**src/rtl/mac_lookup_arbiter.sv**
```systemverilog
// Round-robin arbiter and watchdog in front of the MAC hash table's search/learn port, plus aging tick generation.
// Optional statistics counters are built when MAC_ARB_STATS_EN is defined.
module mac_lookup_arbiter #(
    parameter int unsigned NUM_PORTS    = 4,
    parameter logic [31:0] AGING_PERIOD = 32'd1000000,
    parameter logic [15:0] TIMEOUT      = 16'd2047
) (
    input  logic                      clk,
    input  logic                      rst,
    input  logic [NUM_PORTS-1:0]      port_req,
    input  logic [NUM_PORTS-1:0]      port_source,
    input  logic [48*NUM_PORTS-1:0]   port_mac,
    input  logic [16*NUM_PORTS-1:0]   port_portmap,
    input  logic [10*NUM_PORTS-1:0]   port_hash,
    output logic [NUM_PORTS-1:0]      port_ack,
    output logic [NUM_PORTS-1:0]      port_nak,
    output logic [15:0]               port_result,
    output logic                      se_source,
    output logic [47:0]               se_mac,
    output logic [15:0]               se_portmap,
    output logic [9:0]                se_hash,
    output logic                      se_req,
    input  logic                      se_ack,
    input  logic                      se_nak,
    input  logic [15:0]               se_result,
    output logic                      aging_req,
    input  logic                      aging_ack,
    output logic                      timeout_err,
    output logic                      aging_overrun,
    output logic [31:0]               stat_ack_cnt,
    output logic [31:0]               stat_nak_cnt,
    output logic [31:0]               stat_to_cnt
);

    localparam int unsigned PTR_W = (NUM_PORTS > 1) ? $clog2(NUM_PORTS) : 1;

    typedef enum logic [1:0] {IDLE, BUSY, RESP} state_t;

    state_t           state;
    logic [PTR_W-1:0] rr_ptr;
    logic [PTR_W-1:0] gnt;
    logic [PTR_W-1:0] pick;
    logic [PTR_W-1:0] cand;
    logic             pick_valid;
    logic [15:0]      wd_cnt;
    logic [31:0]      aging_cnt;

    // First requester strictly after the round-robin pointer, wrapping.
    always_comb begin
        pick_valid = 1'b0;
        pick       = '0;
        cand       = '0;
        for (int unsigned i = 1; i <= NUM_PORTS; i++) begin
            cand = PTR_W'((32'(rr_ptr) + i) % NUM_PORTS);
            if (!pick_valid && port_req[cand]) begin
                pick_valid = 1'b1;
                pick       = cand;
            end
        end
    end

    // Transaction FSM: grant, supervise the table, return one response pulse.
    always_ff @(posedge clk) begin
        if (rst) begin
            state       <= IDLE;
            rr_ptr      <= PTR_W'(NUM_PORTS - 1);
            gnt         <= '0;
            wd_cnt      <= '0;
            se_req      <= 1'b0;
            se_source   <= 1'b0;
            se_mac      <= '0;
            se_portmap  <= '0;
            se_hash     <= '0;
            port_ack    <= '0;
            port_nak    <= '0;
            port_result <= '0;
            timeout_err <= 1'b0;
        end else begin
            port_ack    <= '0;
            port_nak    <= '0;
            port_result <= '0;
            case (state)
                IDLE: begin
                    if (pick_valid) begin
                        gnt        <= pick;
                        se_source  <= port_source[pick];
                        se_mac     <= port_mac[32'(pick)*48 +: 48];
                        se_portmap <= port_portmap[32'(pick)*16 +: 16];
                        se_hash    <= port_hash[32'(pick)*10 +: 10];
                        se_req     <= 1'b1;
                        wd_cnt     <= '0;
                        state      <= BUSY;
                    end
                end
                BUSY: begin
                    if (se_nak) begin
                        port_nak[gnt] <= 1'b1;
                        se_req        <= 1'b0;
                        rr_ptr        <= gnt;
                        state         <= RESP;
                    end else if (se_ack) begin
                        port_ack[gnt] <= 1'b1;
                        port_result   <= se_source ? 16'd0 : se_result;
                        se_req        <= 1'b0;
                        rr_ptr        <= gnt;
                        state         <= RESP;
                    end else if (wd_cnt == TIMEOUT) begin
                        port_nak[gnt] <= 1'b1;
                        timeout_err   <= 1'b1;
                        se_req        <= 1'b0;
                        rr_ptr        <= gnt;
                        state         <= RESP;
                    end else begin
                        wd_cnt <= wd_cnt + 16'd1;
                    end
                end
                RESP:    state <= IDLE;
                default: state <= IDLE;
            endcase
        end
    end

    // Aging tick: a wrap while a sweep is still outstanding is flagged, not queued.
    always_ff @(posedge clk) begin
        if (rst) begin
            aging_cnt     <= '0;
            aging_req     <= 1'b0;
            aging_overrun <= 1'b0;
        end else if (aging_cnt == AGING_PERIOD - 32'd1) begin
            aging_cnt <= '0;
            if (aging_req && !aging_ack) begin
                aging_overrun <= 1'b1;
            end else begin
                aging_req <= 1'b1;
            end
        end else begin
            aging_cnt <= aging_cnt + 32'd1;
            if (aging_ack) begin
                aging_req <= 1'b0;
            end
        end
    end

`ifdef MAC_ARB_STATS_EN
    logic [31:0] ack_cnt;
    logic [31:0] nak_cnt;
    logic [31:0] to_cnt;
    logic        to_evt;

    assign to_evt = (state == BUSY) && !se_ack && !se_nak && (wd_cnt == TIMEOUT);

    // Saturating event counters; ack/nak follow the registered pulses.
    always_ff @(posedge clk) begin
        if (rst) begin
            ack_cnt <= '0;
            nak_cnt <= '0;
            to_cnt  <= '0;
        end else begin
            if ((|port_ack) && (ack_cnt != 32'hFFFF_FFFF)) ack_cnt <= ack_cnt + 32'd1;
            if ((|port_nak) && (nak_cnt != 32'hFFFF_FFFF)) nak_cnt <= nak_cnt + 32'd1;
            if (to_evt && (to_cnt != 32'hFFFF_FFFF))       to_cnt  <= to_cnt + 32'd1;
        end
    end

    assign stat_ack_cnt = ack_cnt;
    assign stat_nak_cnt = nak_cnt;
    assign stat_to_cnt  = to_cnt;
`else
    assign stat_ack_cnt = 32'd0;
    assign stat_nak_cnt = 32'd0;
    assign stat_to_cnt  = 32'd0;
`endif

endmodule

```
**config.mk**
```make
export PLATFORM = sky130hd
export DESIGN_NAME = mac_lookup_arbiter
export DESIGN_NICKNAME = d
export VERILOG_FILES = /design/src/rtl/mac_lookup_arbiter.sv
export SDC_FILE = /design/constraint.sdc
export NUM_CORES = 1
export LEC_CHECK = 0
export ABC_CLOCK_PERIOD_IN_PS = 1900
export CORE_AREA = 2 2 206 208
export DETAILED_ROUTE_END_ITERATION = 10
export DIE_AREA = 0 0 208 210
export PLACE_DENSITY = 0.64
export SKIP_CTS_REPAIR_TIMING = 1
export SYNTH_ARGS = -nofsm -noshare
export SYNTH_HDL_FRONTEND = slang
export SYNTH_SLANG_ARGS = --single-unit
```
**constraint.sdc**
```tcl
create_clock -name clk -period 1.9 [get_ports clk]
set_input_delay 0.475 -clock clk [delete_from_list [all_inputs] [get_ports clk]]
set_output_delay 0.475 -clock clk [all_outputs]
set_load 0.01 [all_outputs]
```
==> run_results.csv <==
group,metric,value,unit
outcome,outcome,"finished with violations",
outcome,violations,"setup timing",
cts,cts_tree,"done",
synth,synth_cell_type_count,51,
routing,dr.pass1.iters,7,
synth,synth-seq-cells,157,
min_path,worstHoldPathCells,1,
final_layout,drive_gt1_share,16.84,%
cts,cts_sinks,157,
cts,cts_root_buffer,"clkbuf_16",
global_route,grt_pass1_wl,54860,µm
timing,setup_viol,1,
final_layout,nNetsFinal,1918,
min_path,min_from,"aging_overrun",
routing,drt-vias-per-instance,4.740,
place,place_hpwl,28320,µm
timing,whs,471.3,ps
global_route,grt_max_degree,60,
setup_path,arrival,2230,ps
floorplan,fp.dieH,210,µm
timing,tightest_slew,484.3,ps
timing,clock-skew-final,17.29,ps
floorplan,core,41480,µm²
routing,wl,41040,µm
final_layout,postLayoutCoreUtil,40.56,%
run,cap_viol_max_count,0,
setup_path,worst_r2r_path_depth,9,
synth,ys_warn_count,0,
synth,ys_seq_area_share,32.28,%
routing,first_iter_violations,582,
place,gp_congestion,0.8392,
cts,numCtsBuffers,17,
floorplan,ios,524,
final_layout,nFillCells,4037,
setup_path,worst-setup-path-type,"reg2reg",
power_and_ir_drop,power_density,691.3,nW/µm²
setup_path,regToRegEndpoint,"se_mac[36]",
floorplan,initial_utilization,23.48,%
floorplan,die_w,208,µm
power_and_ir_drop,p_leak,0.006583,µW
place,io_buffer_count,427,
synth,avgSynthCellArea,8.876,µm²
global_route,grt_pass1_vias,9626,
cts,cts_max_level,4,
routing,met2WireLength,20080,µm
setup_path,cp.required,2230,ps
timing,fin_ws,-1.049,ps
global_route,antenna_found_initial,2,
setup_path,rr_startpoint,"rr_ptr[1]",
global_route,globalRouteTotalUtil,16.09,%
min_path,min_path_type,"reg2reg",
synth,async_flop_share,0,%
timing,max_freq,526.0,MHz
synth,synth_top_flop_cell,"dfxtp_1",
routing,top_layer_used,"met5",
cts,worstSkewPairLatency,450,ps
timing,fin_crit_sh,100.1,%
routing,drc,0,
timing,hold_viol,0,
floorplan,die-area,43680,µm²
synth,syn_area,9737,µm²
timing,slew_headroom,67.37,%
final_layout,final_common_cell,"clkdlybuf4s50_1",
timing,rsz0062_at_grt,"yes",
routing,wirelength_met1,17330,µm
routing,vias,10157,
floorplan,placementRows,75,
min_path,min_to,"aging_overrun",
cts,cts_buffer_depth,2,
routing,ant_nets,0,
final_layout,area_growth,72.77,%
timing,drv_slew,0,
final_layout,final_cell_mix,"clkdlybuf4s50_1, dfxtp_1, nor4b_1",
place,pre_cts_slack,-773.4,ps
setup_path,crit_fanout,8,
setup_path,end_kind,"flop",
setup_path,rrSetupSlack,-1,ps
routing,routedWlPerCell,19.15,µm
power_and_ir_drop,ir_drop,452.0,µV
synth,synthCells,1097,
setup_path,cp-start-kind,"flop",
global_route,overflow,0,
synth,synth-edff-count,0,
timing,layout_min_cycle_time,1901,ps
cts,clk_pin_slew,80,ps
routing,dr_wl_met3,2487,µm
[through the flow]
step	setup TNS (ps)	instance area, µm²	total power, µW	cells
finish	-1.049	16820	11630	2143
global route	-1924	16820	12130	2143
CTS	-15590	15710	11150	2112
detailed placement	-60360	15140	7556	2081
global placement	-57470	15140	7525	2081
floorplan	-669.2	10140	5533	1192
[power by group]
part	switching, µW	total, µW	internal (µW)
Clock	1670	3530	1860
Sequential	199	3800	3600
Combinational	1930	4300	2380
Total	3790	11600	7840
[sequential cells by signal, summed over array words and instances (netlist names)]
signal	count
wd_cnt	16
se_portmap	16
se_mac	48
port_result	16
aging_overrun	1
port_ack	4
aging_cnt	32
state	2
se_source	1
timeout_err	1
port_nak	4
se_hash	10
se_req	1
gnt	2
rr_ptr	2
aging_req	1
[critical path: stages (launching register included)]
cell,delay (ps)
dfxtp_4,370
mux2i_2,220
o22ai_2,110
a21oi_4,150
buf_12,170
buf_16,160
buf_12,130
buf_12,140
mux2i_4,220
o211ai_1,100
[Yosys cell counts (all sizes together) (3+ instances only)]
master	instances	share of area [%]
or3	4	0.26
nor4b	150	14
a211oi	6	0.46
nand4	14	1.1
clkbuf	49	1.9
and4	8	0.72
xor2	13	1.2
buf	145	10
xnor2	22	2.0
nor2	61	2.4
o211ai	76	5.9
and2	22	1.4
nand3	20	1.2
dfxtp	157	32
inv	17	0.66
nand2b	3	0.19
nand2	93	3.6
a21oi	18	0.93
mux2i	153	16
nor3	7	0.36
o21ai	9	0.46
nor4	14	0.90
and3	7	0.45
[how the worst max path moves through the flow]
stage | depth (start not counted) | start | slack, ps | endpoint
2_1_floorplan | 7 | port_req[1] | -20 | se_mac[10]
3_3_place_gp | 9 | port_req[3] | -770 | se_mac[44]
3_5_place_dp | 8 | port_req[2] | -770 | se_mac[44]
4_1_cts | 8 | port_req[2] | -290 | se_mac[44]
5_1_grt | 9 | rr_ptr[1] | -100 | se_hash[0]
6_report | 9 | rr_ptr[1] | -1 | se_mac[36]
[logic make-up (layout without fill, tap and decap cells)]
group	after synthesis	after routing	synth area share, %
xor+xnor	35	35	3.148
mux	153	153	15.73
other cells	1	97	0.03851
compound gates	123	123	9.008
fa+ha+maj	2	2	0.2570
buf+inv	211	621	12.50
simple gates	415	416	27.04
flops	157	157	32.28
[layer usage]
metal / track usage [%] / vias to the layer above
met5: 0 / -
li1: - / 4843
met2: 26.97 / 451
met3: 3.933 / 63
met4: 6.456 / 2
met1: 19.83 / 4798
[final cells by class]
type,instances,area [µm²],area share [%]
clock buffers,18,429.2,2.551
repair buffers,573,6071,36.09
inverters,17,63.81,0.3793
multi-input cells,825,6281,37.34
clock inverters,13,147.6,0.8777
diodes,1,2.502,0.01488
flip-flops and latches,157,3153,18.74
well taps,539,674.4,4.009
Power figures use the tool's default switching activity.
